**src/rtl/shifter_row_reader.sv**
```systemverilog
// Sequencer that loads one row into a DEPTH-entry row shifter, then replays it as overlapping
// TILE-wide windows (STRIDE apart) on a valid/ready stream. Optional macro: SHIFTER_READER_STALL_CNT_EN.
module shifter_row_reader #(
  parameter int DATA_W = 16,
  parameter int DEPTH  = 16,
  parameter int TILE   = 4,
  parameter int STRIDE = 2
) (
  input  logic              clk,
  input  logic              rst_n,
  input  logic              en,
  input  logic [DATA_W-1:0] in_data,
  input  logic              in_valid,
  output logic              in_ready,
  output logic              sh_enable,
  output logic [DATA_W-1:0] sh_data,
  output logic [7:0]        sh_index,
  input  logic [DATA_W-1:0] sh_rdata,
  output logic [DATA_W-1:0] out_data,
  output logic              out_valid,
  input  logic              out_ready,
  output logic              out_last,
  output logic              row_done,
  output logic [15:0]       stall_cnt
);

  localparam int NWIN  = (DEPTH - TILE) / STRIDE + 1;
  localparam int CNT_W = $clog2(DEPTH + 1);

  localparam logic [CNT_W-1:0] LAST_PIX  = CNT_W'(DEPTH - 1);
  localparam logic [CNT_W-1:0] LAST_ELEM = CNT_W'(TILE - 1);
  localparam logic [CNT_W-1:0] LAST_WIN  = CNT_W'(NWIN - 1);
  localparam logic [7:0]       FULL_IDX  = 8'(DEPTH);

  typedef enum logic [1:0] {
    S_IDLE,
    S_FILL,
    S_READ
  } state_t;

  state_t state, state_nxt;

  logic [CNT_W-1:0] pix_cnt;
  logic [CNT_W-1:0] elem_cnt, elem_nxt;
  logic [CNT_W-1:0] win_cnt, win_nxt;
  logic [7:0]       idx_nxt;
  logic             pix_take;
  logic             accept;
  logic             row_end;

  assign in_ready = (state == S_FILL);
  assign out_data = sh_rdata;

  // NOTE: every signal gets a default before the case so no path leaves it unassigned (no latches).
  always_comb begin
    pix_take  = in_valid & in_ready;
    accept    = out_valid & out_ready;
    row_end   = (state == S_READ) && accept &&
                (elem_cnt == LAST_ELEM) && (win_cnt == LAST_WIN);
    elem_nxt  = elem_cnt + 1'b1;
    win_nxt   = win_cnt;
    if (elem_cnt == LAST_ELEM) begin
      elem_nxt = '0;
      win_nxt  = win_cnt + 1'b1;
    end
    // Window w, element e reads pixel w*STRIDE+e, which sits at index DEPTH-(w*STRIDE+e).
    idx_nxt   = 8'(DEPTH - (int'(win_nxt) * STRIDE + int'(elem_nxt)));

    state_nxt = state;
    case (state)
      S_IDLE:  if (en) state_nxt = S_FILL;
      S_FILL:  if (pix_take && (pix_cnt == LAST_PIX)) state_nxt = S_READ;
      S_READ:  if (row_end) state_nxt = en ? S_FILL : S_IDLE;
      default: state_nxt = S_IDLE;
    endcase
  end

  // NOTE: sequential state uses non-blocking assignments so all registers update from pre-edge values.
  always_ff @(posedge clk or negedge rst_n) begin
    if (!rst_n) state <= S_IDLE;
    else        state <= state_nxt;
  end

  always_ff @(posedge clk or negedge rst_n) begin
    if (!rst_n) begin
      pix_cnt   <= '0;
      elem_cnt  <= '0;
      win_cnt   <= '0;
      sh_enable <= 1'b0;
      sh_data   <= '0;
      sh_index  <= FULL_IDX;
      out_valid <= 1'b0;
      out_last  <= 1'b0;
      row_done  <= 1'b0;
    end else begin
      sh_enable <= 1'b0;
      row_done  <= 1'b0;
      case (state)
        S_FILL: begin
          if (pix_take) begin
            sh_data   <= in_data;
            sh_enable <= 1'b1;
            pix_cnt   <= (pix_cnt == LAST_PIX) ? '0 : pix_cnt + 1'b1;
          end
        end
        S_READ: begin
          if (!out_valid) begin
            // First READ cycle: the last shift has landed, so the first element is readable now.
            out_valid <= 1'b1;
            sh_index  <= FULL_IDX;
            elem_cnt  <= '0;
            win_cnt   <= '0;
            out_last  <= (LAST_ELEM == '0);
          end else if (out_ready) begin
            if (row_end) begin
              out_valid <= 1'b0;
              row_done  <= 1'b1;
              out_last  <= 1'b0;
              elem_cnt  <= '0;
              win_cnt   <= '0;
              sh_index  <= FULL_IDX;
            end else begin
              elem_cnt  <= elem_nxt;
              win_cnt   <= win_nxt;
              sh_index  <= idx_nxt;
              out_last  <= (elem_nxt == LAST_ELEM);
            end
          end
        end
        default: ;
      endcase
    end
  end

`ifdef SHIFTER_READER_STALL_CNT_EN
  logic [15:0] stall_q;

  always_ff @(posedge clk or negedge rst_n) begin
    if (!rst_n) begin
      stall_q <= '0;
    end else if (row_end) begin
      stall_q <= '0;
    end else if ((state == S_READ) && out_valid && !out_ready && (stall_q != 16'hFFFF)) begin
      stall_q <= stall_q + 16'd1;
    end
  end

  assign stall_cnt = stall_q;
`else
  assign stall_cnt = 16'h0000;
`endif

endmodule

```
**config.mk**
```make
export PLATFORM = sky130hd
export DESIGN_NAME = shifter_row_reader
export DESIGN_NICKNAME = d
export VERILOG_FILES = /design/src/rtl/shifter_row_reader.sv
export SDC_FILE = /design/constraint.sdc
export NUM_CORES = 1
export LEC_CHECK = 0
export ABC_CLOCK_PERIOD_IN_PS = 3700
export BUFFER_PORTS_ARGS = -buffer_cell sky130_fd_sc_hd__buf_4
export CAP_MARGIN = 25
export CORE_ASPECT_RATIO = 0.6
export CORE_MARGIN = 2
export CORE_UTILIZATION = 40
export CTS_BUF_LIST = sky130_fd_sc_hd__clkbuf_8
export DETAILED_ROUTE_END_ITERATION = 16
export GPL_TIMING_DRIVEN = 1
export PLACE_DENSITY = 0.72
export SYNTH_ARGS = -nofsm -noshare
export SYNTH_HDL_FRONTEND = slang
export SYNTH_SLANG_ARGS = --single-unit
export TNS_END_PERCENT = 50
```
**constraint.sdc**
```tcl
create_clock -name clk -period 3.7 [get_ports clk]
set_input_delay 0.185 -clock clk [delete_from_list [all_inputs] [get_ports clk]]
set_output_delay 0.185 -clock clk [all_outputs]
set_load 0.01 [all_outputs]
```
==> PnR_summary.wiki, run 1 <==
{| class="wikitable"
! Metric !! Value
|-
| Number of buffers inserted by hold repair at cts || 1
|-
| Final TNS setup || 0 ps
|-
| Period Utilization, post-route || 0.8662
|-
| Power share of the sequential group || 0.407
|-
| Fraction of final layout cells with drive strength greater than 1 || 0.3094
|-
| Number of distinct standard cells referenced by the synthesized netlist || 38
|-
| Max-slew violations || 0
|-
| Min-Delay Path Class || input pin to register
|-
| Share of the synthesized area in the top cell type || 0.4444
|-
| Final WS setup || 495.0 ps
|-
| Worst Setup End Kind || register
|-
| Count of warnings emitted by yosys || 0
|-
| Number of nets in the layout || 318
|-
| Starting density of the core || 0.4246
|-
| Clk pwr share || 0.240
|-
| Chip Height || 64.27 um
|-
| Hold Violations, Final || 0
|-
| Instance count of the mapped netlist || 226
|-
| Run status || finished clean
|-
| CTS buffer count || 5
|-
| Critical Path Fanout Max || 6
|-
| Violation count after the first detailed-routing iteration || 81
|-
| Data required time of the critical path || 3890 ps
|-
| Switching Power || 540.7 uW
|-
| Die area || 6712 um2
|-
| Number of standard cells in the layout, taps in and fillers out || 345
|-
| Largest clock skew in the final design || 4.121 ps
|-
| Sequential share of the synthesized area || 0.4553
|-
| Launching element of the worst setup path || sh_index[0]$_DFFE_PN0P_
|-
| Most numerous cell on the critical path || sky130_fd_sc_hd__ha_1
|-
| Startpoint class of the critical path || register
|-
| Pre-CTS setup slack || 538.4 ps
|-
| Gr ovfl total || 0
|-
| Slowest stage cell, crit path || sky130_fd_sc_hd__or4b_4
|-
| Residual DRC count || 0
|-
| Vias in the first global route || 1470
|-
| Main synth FF type || sky130_fd_sc_hd__dfrtp_1
|-
| Unrepaired setup endpoints after global routing || false
|-
| Die width || 104.4 um
|-
| Root Buffer Master || sky130_fd_sc_hd__clkbuf_8
|-
| Synth top area cells || sky130_fd_sc_hd__dfrtp_1 44%, sky130_fd_sc_hd__buf_4 10%, sky130_fd_sc_hd__mux2_2 7.9%
|-
| Worst hold start || in_data[12]
|-
| Number of I/O pins || 98
|-
| Mapped Area || 2421 um2
|-
| Most common cell after layout, fill and taps aside || sky130_fd_sc_hd__buf_4
|-
| P per Cell Area || 625.0 nW/um2
|-
| Slew headroom || 0.4442
|-
| Total global-route track usage || 0.1413
|-
| Cell accounting for the most synthesized area || sky130_fd_sc_hd__dfrtp_1
|-
| Clock tree from TritonCTS || yes
|-
| Static power due to leakage || 0.001377 uW
|-
| Number of vias per cell after detailed routing || 4.855
|-
| Worst path arrival time || 3390 ps
|-
| H-tree level count || 2
|-
| Peak clock frequency supported by timing || 0.3120 GHz
|-
| Combinational group share of total power || 0.353
|-
| Number of gates resized after cts || 0
|-
| Most frequent cells in the layout || 51 x sky130_fd_sc_hd__buf_4, 43 x sky130_fd_sc_hd__dfrtp_1, 18 x sky130_fd_sc_hd__nand2_1
|-
| Final setup violation count || 0
|-
| Max stage delay on crit path || 530 ps
|-
| Area of the core region || 5702 um2
|-
| Clock tree buffer depth || 2
|-
| Wire length of the first global-routing pass || 7417 um
|-
| Antenna diode count || 0
|-
| Post-Syn Area per Cell || 10.71 um2
|-
| Internal Pwr Total || 1244 uW
|-
| Worst hold margin || 117.0 ps
|-
| Total instance count after detailed placement || 336
|-
| Summed area of non-filler cells in the final layout || 2855 um2
|-
| Crit path cell chain || ha_1 -> or4b_4 -> o21ai_0 -> and2_1 -> inv_1 -> ha_1 -> or2_2 -> a311o_1 -> a22o_1 -> a32o_1
|-
| Antenna-violating nets left || 0
|-
| Number of placement rows || 21
|-
| Fraction of power spent switching nets || 0.3030
|-
| Setup bufs post-CTS || 0
|-
| Worst slew pin tran || 822.9 ps
|-
| CTS sink count || 44
|-
| Via count of the routed design || 1675
|-
| Worst setup slack for register-to-register paths || 490 ps
|-
| Highest ir drop seen on vdd || 0.0002731 V
|-
| Later-pin clock latency in the skew report || 290 ps
|-
| Dpl hpwl || 3486 um
|-
| Clock slew at the register clock pins of the worst setup and hold paths || 80 ps
|-
| Number of storage elements in the synthesis netlist || 44
|-
| Clock period minus worst slack || 3205 ps
|-
| Final weighted congestion in routability-driven placement || 0.8333
|-
| FF-to-FF Start || sh_index[0]$_DFFE_PN0P_
|-
| Detailed Routing Iterations Pass 1 || 4
|-
| Quantity of I/O buffers inserted on ports || 49
|-
| Routed wirelength normalized by instance count || 13.54 um
|-
| Number of enable-type register cells in the synthesized netlist || 0
|-
| Maximum number of pins on one net before global-route repair || 45
|-
| Number of antenna violations at the first check in global routing || 0
|-
| Async set-or-reset flop fraction in the synthesized netlist || 1.000
|-
| Number of maximum-capacitance violations || 0
|-
| Area post-placement || 2701 um2
|-
| CP Class || register to register
|-
| Area delta synth->final || 17.93%
|-
| WL final || 4673 um
|}
## worst max-delay path: cells and delay by family (launching register included)
kind	cells	cell delay, ps
flip-flops	1	440
AND/OR/NAND/NOR	3	1050
buffers and inverters	1	50
AO/OA/AOI/OAI	4	1110
adder cells (fa/ha/maj)	2	460
## state kept, by name, summed over array words and instances (netlist names)
name       cells
elem_cnt       4
out_last       1
out_valid      1
pix_cnt        5
row_done       1
sh_data       16
sh_enable      1
sh_index       8
state          2
win_cnt        5
## metal layers
layer	part of all wire	up-vias	global-route usage	wire length (um)
met5	0	-	0	0
met4	0.011	0	0.04730	53
met3	0.076	5	0.05102	354
met2	0.41	52	0.1773	1934
met1	0.50	813	0.2168	2331
li1	-	805	-	-
## cell type report
| class | instances | area [um2] |
|---|---|---|
| Sequential cell | 44 | 1102 |
| Inverter | 14 | 52.55 |
| Clock buffer | 5 | 68.82 |
| Clock inverter | 2 | 60.06 |
| Timing Repair Buffer | 53 | 407.9 |
| Multi-Input combinational cell | 147 | 1064 |
| Tap cell | 80 | 100.1 |
| Fill cell | 524 | 2846 |
## final timing paths
kind	end	depth (start not counted)
worst min register to register	sh_index[5]$_DFFE_PN0P_	1
worst min-delay path	sh_data[12]$_DFFE_PN0P_	2
worst max register to register	sh_index[6]$_DFFE_PN0P_	10
max in group asynchronous	sh_index[4]$_DFFE_PN1P_	2
min in group asynchronous	pix_cnt[2]$_DFFE_PN0P_	2
worst max-delay path	sh_index[6]$_DFFE_PN0P_	10
## power groups by stage
stage | sequential (uW) | combinational (uW) | clock [uW]
after floorplan | 775 | 323 | 0
after global placement | 727 | 622 | 0
after detailed placement | 733 | 628 | 0
after CTS | 728 | 632 | 440
after global routing | 752 | 691 | 461
final | 727 | 629 | 428
## stage by stage
step                utilization  power [uW]
global route             0.5008        1905
detailed placement       0.4738        1361
finish                   0.5008        1784
floorplan                     -        1098
global placement         0.4738        1349
CTS                      0.4981        1799
## cell usage after synthesis, types with 2 or more instances
| cell | n |
|---|---|
| sky130_fd_sc_hd__nor2_1 | 6 |
| sky130_fd_sc_hd__xor2_1 | 6 |
| sky130_fd_sc_hd__a32o_1 | 4 |
| sky130_fd_sc_hd__nand3_1 | 6 |
| sky130_fd_sc_hd__ha_1 | 15 |
| sky130_fd_sc_hd__mux2_2 | 17 |
| sky130_fd_sc_hd__buf_4 | 33 |
| sky130_fd_sc_hd__nand4_1 | 4 |
| sky130_fd_sc_hd__nor3_1 | 2 |
| sky130_fd_sc_hd__and2_1 | 2 |
| sky130_fd_sc_hd__or2_2 | 2 |
| sky130_fd_sc_hd__inv_1 | 14 |
| sky130_fd_sc_hd__dfrtp_1 | 43 |
| sky130_fd_sc_hd__a21oi_1 | 4 |
| sky130_fd_sc_hd__nor2b_1 | 4 |
| sky130_fd_sc_hd__xnor2_1 | 3 |
| sky130_fd_sc_hd__a22o_1 | 4 |
| sky130_fd_sc_hd__o21a_1 | 2 |
| sky130_fd_sc_hd__nand2_1 | 18 |
| sky130_fd_sc_hd__o21ai_0 | 16 |
| sky130_fd_sc_hd__a21o_1 | 3 |
| sky130_fd_sc_hd__buf_1 | 2 |
## cells by family (layout without fill, tap and decap cells)
group,after synthesis,count (layout),synth area share
AND/OR/NAND/NOR,52,52,0.1163
buffers and inverters,50,74,0.1287
flip-flops,44,44,0.4553
AO/OA/AOI/OAI,37,37,0.1008
multiplexers,17,17,0.07907
adder cells (fa/ha/maj),16,16,0.08579
XOR/XNOR,9,9,0.03256
other,1,16,0.001549
No activity file was read; power rests on OpenSTA's default activity.
==> run 2: changes to the inputs <==
--- a/config.mk
+++ b/config.mk
@@ -6,5 +6,5 @@
 export NUM_CORES = 1
 export LEC_CHECK = 0
-export ABC_CLOCK_PERIOD_IN_PS = 3700
+export ABC_CLOCK_PERIOD_IN_PS = 4000
 export BUFFER_PORTS_ARGS = -buffer_cell sky130_fd_sc_hd__buf_4
 export CAP_MARGIN = 25
==> constraint.sdc (replaced) <==
create_clock -name clk -period 4 [get_ports clk]
set_input_delay 0 -clock clk [delete_from_list [all_inputs] [get_ports clk]]
set_output_delay 0 -clock clk [all_outputs]
set_load 0.01 [all_outputs]
==> run 2 against run 1 <==
Against the previous run: core utilization grew 1.9 points; highest routed layer unchanged; combinational power shrank 6.7%; register-to-register slack gained 130 ps; total power shrank 15%; clock power shrank 39%.
==> PnR_summary.wiki, run 2 (same netlist as run 1, synthesis figures left out) <==
{| class="wikitable"
! Metric !! Value
|-
| Slowest stage cell, crit path || sky130_fd_sc_hd__nor4b_2
|-
| Min-Delay Path Class || input pin to output pin
|-
| Critical Path Fanout Max || 6
|-
| Die area || 6712 um2
|-
| Fraction of final layout cells with drive strength greater than 1 || 0.2811
|-
| Number of logic stages on the critical path including buffering || 11
|-
| Clock slew at the register clock pins of the worst setup and hold paths || 80 ps
|-
| Area of the multi-input gates || 1064 um2
|-
| Number of gates resized after cts || 0
|-
| WL final || 4844 um
|-
| Die width || 104.4 um
|-
| Unrepaired setup endpoints after global routing || false
|-
| Total instance count after detailed placement || 335
|-
| Worst path arrival time || 3550 ps
|-
| Worst Setup End Kind || register
|-
| Most numerous cell on the critical path || sky130_fd_sc_hd__ha_1
|-
| Detailed Routing Iterations Pass 1 || 4
|-
| Crit path cell chain || ha_1 -> nor4b_2 -> nand4_1 -> xnor2_1 -> ha_1 -> inv_1 -> ha_1 -> and2_1 -> a311o_1 -> a22o_1 -> a32o_1
|-
| Later-pin clock latency in the skew report || 290 ps
|-
| Maximum number of pins on one net before global-route repair || 45
|-
| Final setup violation count || 0
|-
| Number of antenna violations at the first check in global routing || 0
|-
| Starting density of the core || 0.4246
|-
| Antenna-violating nets left || 0
|-
| Crit-path leading delay family || simple AND/OR/NAND/NOR gates
|-
| Reg2reg path depth || 11
|-
| Number of maximum-capacitance violations || 0
|-
| Final WS setup || 627.2 ps
|-
| Routed wirelength normalized by instance count || 13.42 um
|-
| Highest ir drop seen on vdd || 0.0002509 V
|-
| Root Buffer Master || sky130_fd_sc_hd__clkbuf_8
|-
| Biggest registers after layout || sh_data: 16 flops, sh_index: 8 flops
|-
| Antenna diode count || 0
|-
| Setup bufs post-CTS || 0
|-
| Most frequent cells in the layout || 50 x sky130_fd_sc_hd__buf_4, 43 x sky130_fd_sc_hd__dfrtp_1, 19 x sky130_fd_sc_hd__dlygate4sd3_1
|-
| Max-slew violations || 0
|-
| Final TNS setup || 0 ps
|-
| Number of buffers inserted by hold repair at cts || 19
|-
| Register area || 1102 um2
|-
| Vias in the first global route || 1610
|-
| Max stage delay on crit path || 540 ps
|-
| Violation count after the first detailed-routing iteration || 91
|-
| Worst slew pin tran || 979.5 ps
|-
| Startpoint class of the critical path || register
|-
| Clock tree from TritonCTS || yes
|-
| Quantity of I/O buffers inserted on ports || 49
|-
| Final weighted congestion in routability-driven placement || 0.8564
|-
| Data required time of the critical path || 4180 ps
|-
| CP Class || register to register
|-
| Chip Height || 64.27 um
|-
| Number of nets in the layout || 334
|-
| Hold Violations, Final || 0
|-
| Area of the core region || 5702 um2
|-
| CTS sink count || 44
|-
| Area delta synth->final || 22.33%
|-
| Slew headroom || 0.3450
|-
| Gr ovfl total || 0
|-
| Total global-route track usage || 0.1489
|-
| Largest clock skew in the final design || 7.553 ps
|-
| Pre-CTS setup slack || 624.5 ps
|-
| CTS buffer count || 5
|-
| Number of vias per cell after detailed routing || 4.729
|-
| Via count of the routed design || 1707
|-
| Number of placement rows || 21
|-
| Run status || finished clean
|-
| Max reg flops || 16
|-
| Residual DRC count || 0
|-
| Dpl hpwl || 3398 um
|-
| P per Cell Area || 512.6 nW/um2
|-
| Number of standard cells in the layout, taps in and fillers out || 361
|-
| Period Utilization, post-route || 0.8432
|-
| Clock period minus worst slack || 3373 ps
|-
| Clock tree buffer depth || 2
|-
| Bufs and invs on worst path || 1
|-
| Most common cell after layout, fill and taps aside || sky130_fd_sc_hd__buf_4
|-
| Number of I/O pins || 98
|-
| Wire length of the first global-routing pass || 7997 um
|-
| Hold depth || 0
|-
| Static power due to leakage || 0.001420 uW
|-
| H-tree level count || 2
|-
| Peak clock frequency supported by timing || 0.2965 GHz
|-
| Filler cell count in the final layout || 499
|-
| Largest reg by FF count || sh_data
|}
## run 2: changes by cell type in the layout (fill, tap and decap cells not counted)
cell / previous run / this run
sky130_fd_sc_hd__bufinv_16: 2 / 0
sky130_fd_sc_hd__dlygate4sd3_1: 1 / 19
sky130_fd_sc_hd__inv_1: 14 / 15
sky130_fd_sc_hd__buf_8: 1 / 0
sky130_fd_sc_hd__clkinv_2: 0 / 1
sky130_fd_sc_hd__buf_4: 51 / 50
## run 2: worst register-to-register path, cell delays in order, from the launching register on
cell and delay, ps:
sky130_fd_sc_hd__dfrtp_1 440, sky130_fd_sc_hd__ha_1 250, sky130_fd_sc_hd__nor4b_2 540, sky130_fd_sc_hd__nand4_1 260, sky130_fd_sc_hd__xnor2_1 180, sky130_fd_sc_hd__ha_1 270, sky130_fd_sc_hd__inv_1 40, sky130_fd_sc_hd__ha_1 330
sky130_fd_sc_hd__and2_1 170, sky130_fd_sc_hd__a311o_1 360, sky130_fd_sc_hd__a22o_1 200, sky130_fd_sc_hd__a32o_1 230
## run 2: metal layers
layer	up-vias	global-route usage	share of wire
met5	-	0	0
met4	0	0.02703	0.0052
met3	2	0.04388	0.063
met2	54	0.2116	0.42
met1	814	0.2236	0.51
li1	837	-	-
## run 2: final timing paths
path,from,to,slack (ps)
min,sh_rdata[13],out_data[13],0.004
max in group asynchronous,rst_n,sh_index[1]$_DFFE_PN0P_,3380
max reg2reg,sh_index[0]$_DFFE_PN0P_,sh_index[6]$_DFFE_PN0P_,630
max,sh_index[0]$_DFFE_PN0P_,sh_index[6]$_DFFE_PN0P_,630
min in group asynchronous,rst_n,row_done$_DFF_PN0_,240
min reg2reg,pix_cnt[4]$_DFFE_PN0P_,pix_cnt[4]$_DFFE_PN0P_,490
## run 2: layout make-up
class,count,area share
clock buffers,5,0.02324
clock inverters,2,0.002957
inverters,14,0.01774
multi-input cells,147,0.3591
flip-flops and latches,44,0.3722
well taps,80,0.03380
repair buffers,69,0.1910
## run 2: per-stage QoR
stage                     cell area [um2]  utilization  hold slack, ps  power [uW]
final                                2962       0.5194        0.004442        1518
after detailed placement             2694       0.4725         0.06862        1253
after global placement               2694       0.4725         0.06862        1243
after global routing                 2962       0.5194         0.01506        1632
after CTS                            2962       0.5194         0.06862        1537
after floorplan                      2477            -          -295.6        1016
## run 2: report_power, final
group	internal, uW	total [uW]	switching (uW)
clock network	117	261	145
registers	584	670	86.0
logic	325	587	262
==> run 3: changes to the inputs <==
- ABC_CLOCK_PERIOD_IN_PS: 4000 -> 3350
- clock period: 4 -> 3.35 ns (I/O delays scaled with it)
==> run 3 against run 2 <==
Against the previous run: critical endpoint unchanged; total power grew 26%; highest routed layer unchanged; sequential share of layout area shrank 0.83 points; combinational power grew 22%.
==> PnR_summary.wiki, run 3 (same netlist as run 1, synthesis figures left out) <==
{| class="wikitable"
! Metric !! Value
|-
| Final weighted congestion in routability-driven placement || 0.8078
|-
| Internal Pwr Total || 1311 uW
|-
| Most common cell after layout, fill and taps aside || sky130_fd_sc_hd__buf_4
|-
| Most frequent cells in the layout || 53 x sky130_fd_sc_hd__buf_4, 43 x sky130_fd_sc_hd__dfrtp_1, 19 x sky130_fd_sc_hd__dlygate4sd3_1
|-
| Static power due to leakage || 0.001457 uW
|-
| Unrepaired setup endpoints after global routing || false
|-
| Max-slew violations || 0
|-
| Final setup violation count || 0
|-
| Largest reg by FF count || sh_data
|-
| Final Total Pwr || 1919 uW
|-
| Slew headroom || 0.4279
|-
| CP Class || register to register
|-
| Biggest registers after layout || sh_data: 16 flops, sh_index: 8 flops
|-
| Clock period minus worst slack || 3123 ps
|-
| Number of maximum-capacitance violations || 0
|-
| P per Cell Area || 633.6 nW/um2
|-
| Final TNS setup || 0 ps
|-
| Worst path arrival time || 3310 ps
|-
| Clock slew at the register clock pins of the worst setup and hold paths || 80 ps
|-
| Peak clock frequency supported by timing || 0.3202 GHz
|-
| Wire length of the first global-routing pass || 8362 um
|-
| Residual DRC count || 0
|-
| Setup bufs post-CTS || 0
|-
| Startpoint class of the critical path || register
|-
| Max reg flops || 16
|-
| WL final || 5109 um
|-
| Min-Delay Path Class || input pin to output pin
|-
| Antenna diode count || 0
|-
| Number of gates resized after cts || 0
|-
| Switching Power || 607.9 uW
|-
| Reg2reg path depth || 11
|-
| Number of antenna violations at the first check in global routing || 0
|-
| Maximum number of pins on one net before global-route repair || 45
|-
| Number of vias per cell after detailed routing || 4.719
|-
| Number of placement rows || 21
|-
| Starting density of the core || 0.4246
|-
| CTS buffer count || 5
|-
| Combinational group share of total power || 0.374
|-
| Area delta synth->final || 25.12%
|-
| CTS sink count || 44
|-
| Gr ovfl total || 0
|-
| WL met2 || 2250 um
|-
| Area of the core region || 5702 um2
|-
| Critical Path Fanout Max || 6
|-
| Detailed Routing Iterations Pass 1 || 4
|-
| Antenna-violating nets left || 0
|-
| Routed wirelength normalized by instance count || 13.96 um
|-
| Dpl hpwl || 3532 um
|-
| Vias in the first global route || 1693
|-
| Run status || finished clean
|-
| Die area || 6712 um2
|-
| Data required time of the critical path || 3540 ps
|-
| Largest clock skew in the final design || 3.956 ps
|-
| Hold depth || 0
|-
| Highest ir drop seen on vdd || 0.0003403 V
|-
| Power share of the sequential group || 0.419
|-
| Hold Violations, Final || 0
|-
| Clock tree from TritonCTS || yes
|-
| Die width || 104.4 um
|-
| Fraction of power spent switching nets || 0.3167
|-
| Chip Height || 64.27 um
|-
| Violation count after the first detailed-routing iteration || 120
|-
| Period Utilization, post-route || 0.9323
|-
| Quantity of I/O buffers inserted on ports || 49
|-
| Number of I/O pins || 98
|-
| Number of nets in the layout || 338
|-
| Fraction of final layout cells with drive strength greater than 1 || 0.2937
|-
| Clock tree buffer depth || 2
|-
| WL met1 || 2502 um
|-
| Worst slew pin tran || 847.1 ps
|-
| Total global-route track usage || 0.1600
|-
| Root Buffer Master || sky130_fd_sc_hd__clkbuf_8
|-
| Later-pin clock latency in the skew report || 290 ps
|-
| Highest layer used for signal routing || met4
|-
| Worst Setup End Kind || register
|-
| H-tree level count || 2
|-
| Via count of the routed design || 1727
|-
| Met3 wire length || 316 um
|-
| Clk pwr share || 0.207
|}
run 3: cell count changes in the layout (fill, tap and decap cells not counted):
cell	previous run	this run
sky130_fd_sc_hd__buf_4	50	53
sky130_fd_sc_hd__bufinv_16	0	1
sky130_fd_sc_hd__buf_8	0	1
run 3: layer usage:
metal / global-route usage / up-vias
met5: 0 / -
met1: 0.2198 / 823
met3: 0.04694 / 4
met4: 0.05236 / 0
met2: 0.2426 / 47
li1: - / 853
run 3: critical path: stages, from the launching register on:
cell and delay [ps]:
sky130_fd_sc_hd__dfrtp_1 440, sky130_fd_sc_hd__ha_1 250, sky130_fd_sc_hd__nor4b_2 320, sky130_fd_sc_hd__nand4_1 240
sky130_fd_sc_hd__xnor2_1 180, sky130_fd_sc_hd__ha_1 270, sky130_fd_sc_hd__inv_1 40, sky130_fd_sc_hd__ha_1 330
sky130_fd_sc_hd__and2_1 170, sky130_fd_sc_hd__a311o_1 350, sky130_fd_sc_hd__a22o_1 190, sky130_fd_sc_hd__a32o_1 240
run 3: power groups by stage:
stage          sequential [uW]  clock [uW]  combinational, uW
6_report                   804         397                718
5_1_grt                    827         438                785
4_1_cts                    801         410                717
3_5_place_dp               810           0                694
3_3_place_gp               801           0                685
2_1_floorplan              856           0                357
run 3: timing repair:
action / 4_1_cts / 5_1_grt
hold buffers: 19 / 0
hold endpoints to repair: 61 / 0
setup endpoints to repair: 0 / 0
run 3: worst paths after layout:
path	start	endpoint	slack, ps
min in group asynchronous	rst_n	sh_data[4]$_DFFE_PN0P_	230
hold reg to reg	pix_cnt[4]$_DFFE_PN0P_	pix_cnt[4]$_DFFE_PN0P_	500
setup / recovery	sh_index[0]$_DFFE_PN0P_	sh_index[6]$_DFFE_PN0P_	230
max in group asynchronous	rst_n	sh_index[4]$_DFFE_PN1P_	2730
setup reg to reg	sh_index[0]$_DFFE_PN0P_	sh_index[6]$_DFFE_PN0P_	230
hold / removal	sh_rdata[13]	out_data[13]	0.004
run 3: final cells by class:
cell class / count / area (um2)
Sequential cell: 44 / 1102
Multi-Input combinational cell: 147 / 1064
Clock inverter: 3 / 38.79
Timing Repair Buffer: 73 / 603.1
Fill cell: 500 / 2673
Inverter: 14 / 52.55
Tap cell: 80 / 100.1
Clock buffer: 5 / 68.82
run 3: stage by stage:
stage	setup WS, ps	area, um2	utilization	hold slack [ps]	std cells
finish	226.7	3029	0.5313	0.004442	366
global route	6.847	3029	0.5313	0.01506	366
CTS	230.1	3014	0.5286	0.06862	365
detailed placement	260.8	2716	0.4764	0.06862	338
global placement	322.9	2716	0.4764	0.06862	338
floorplan	323.8	2477	-	-295.6	241
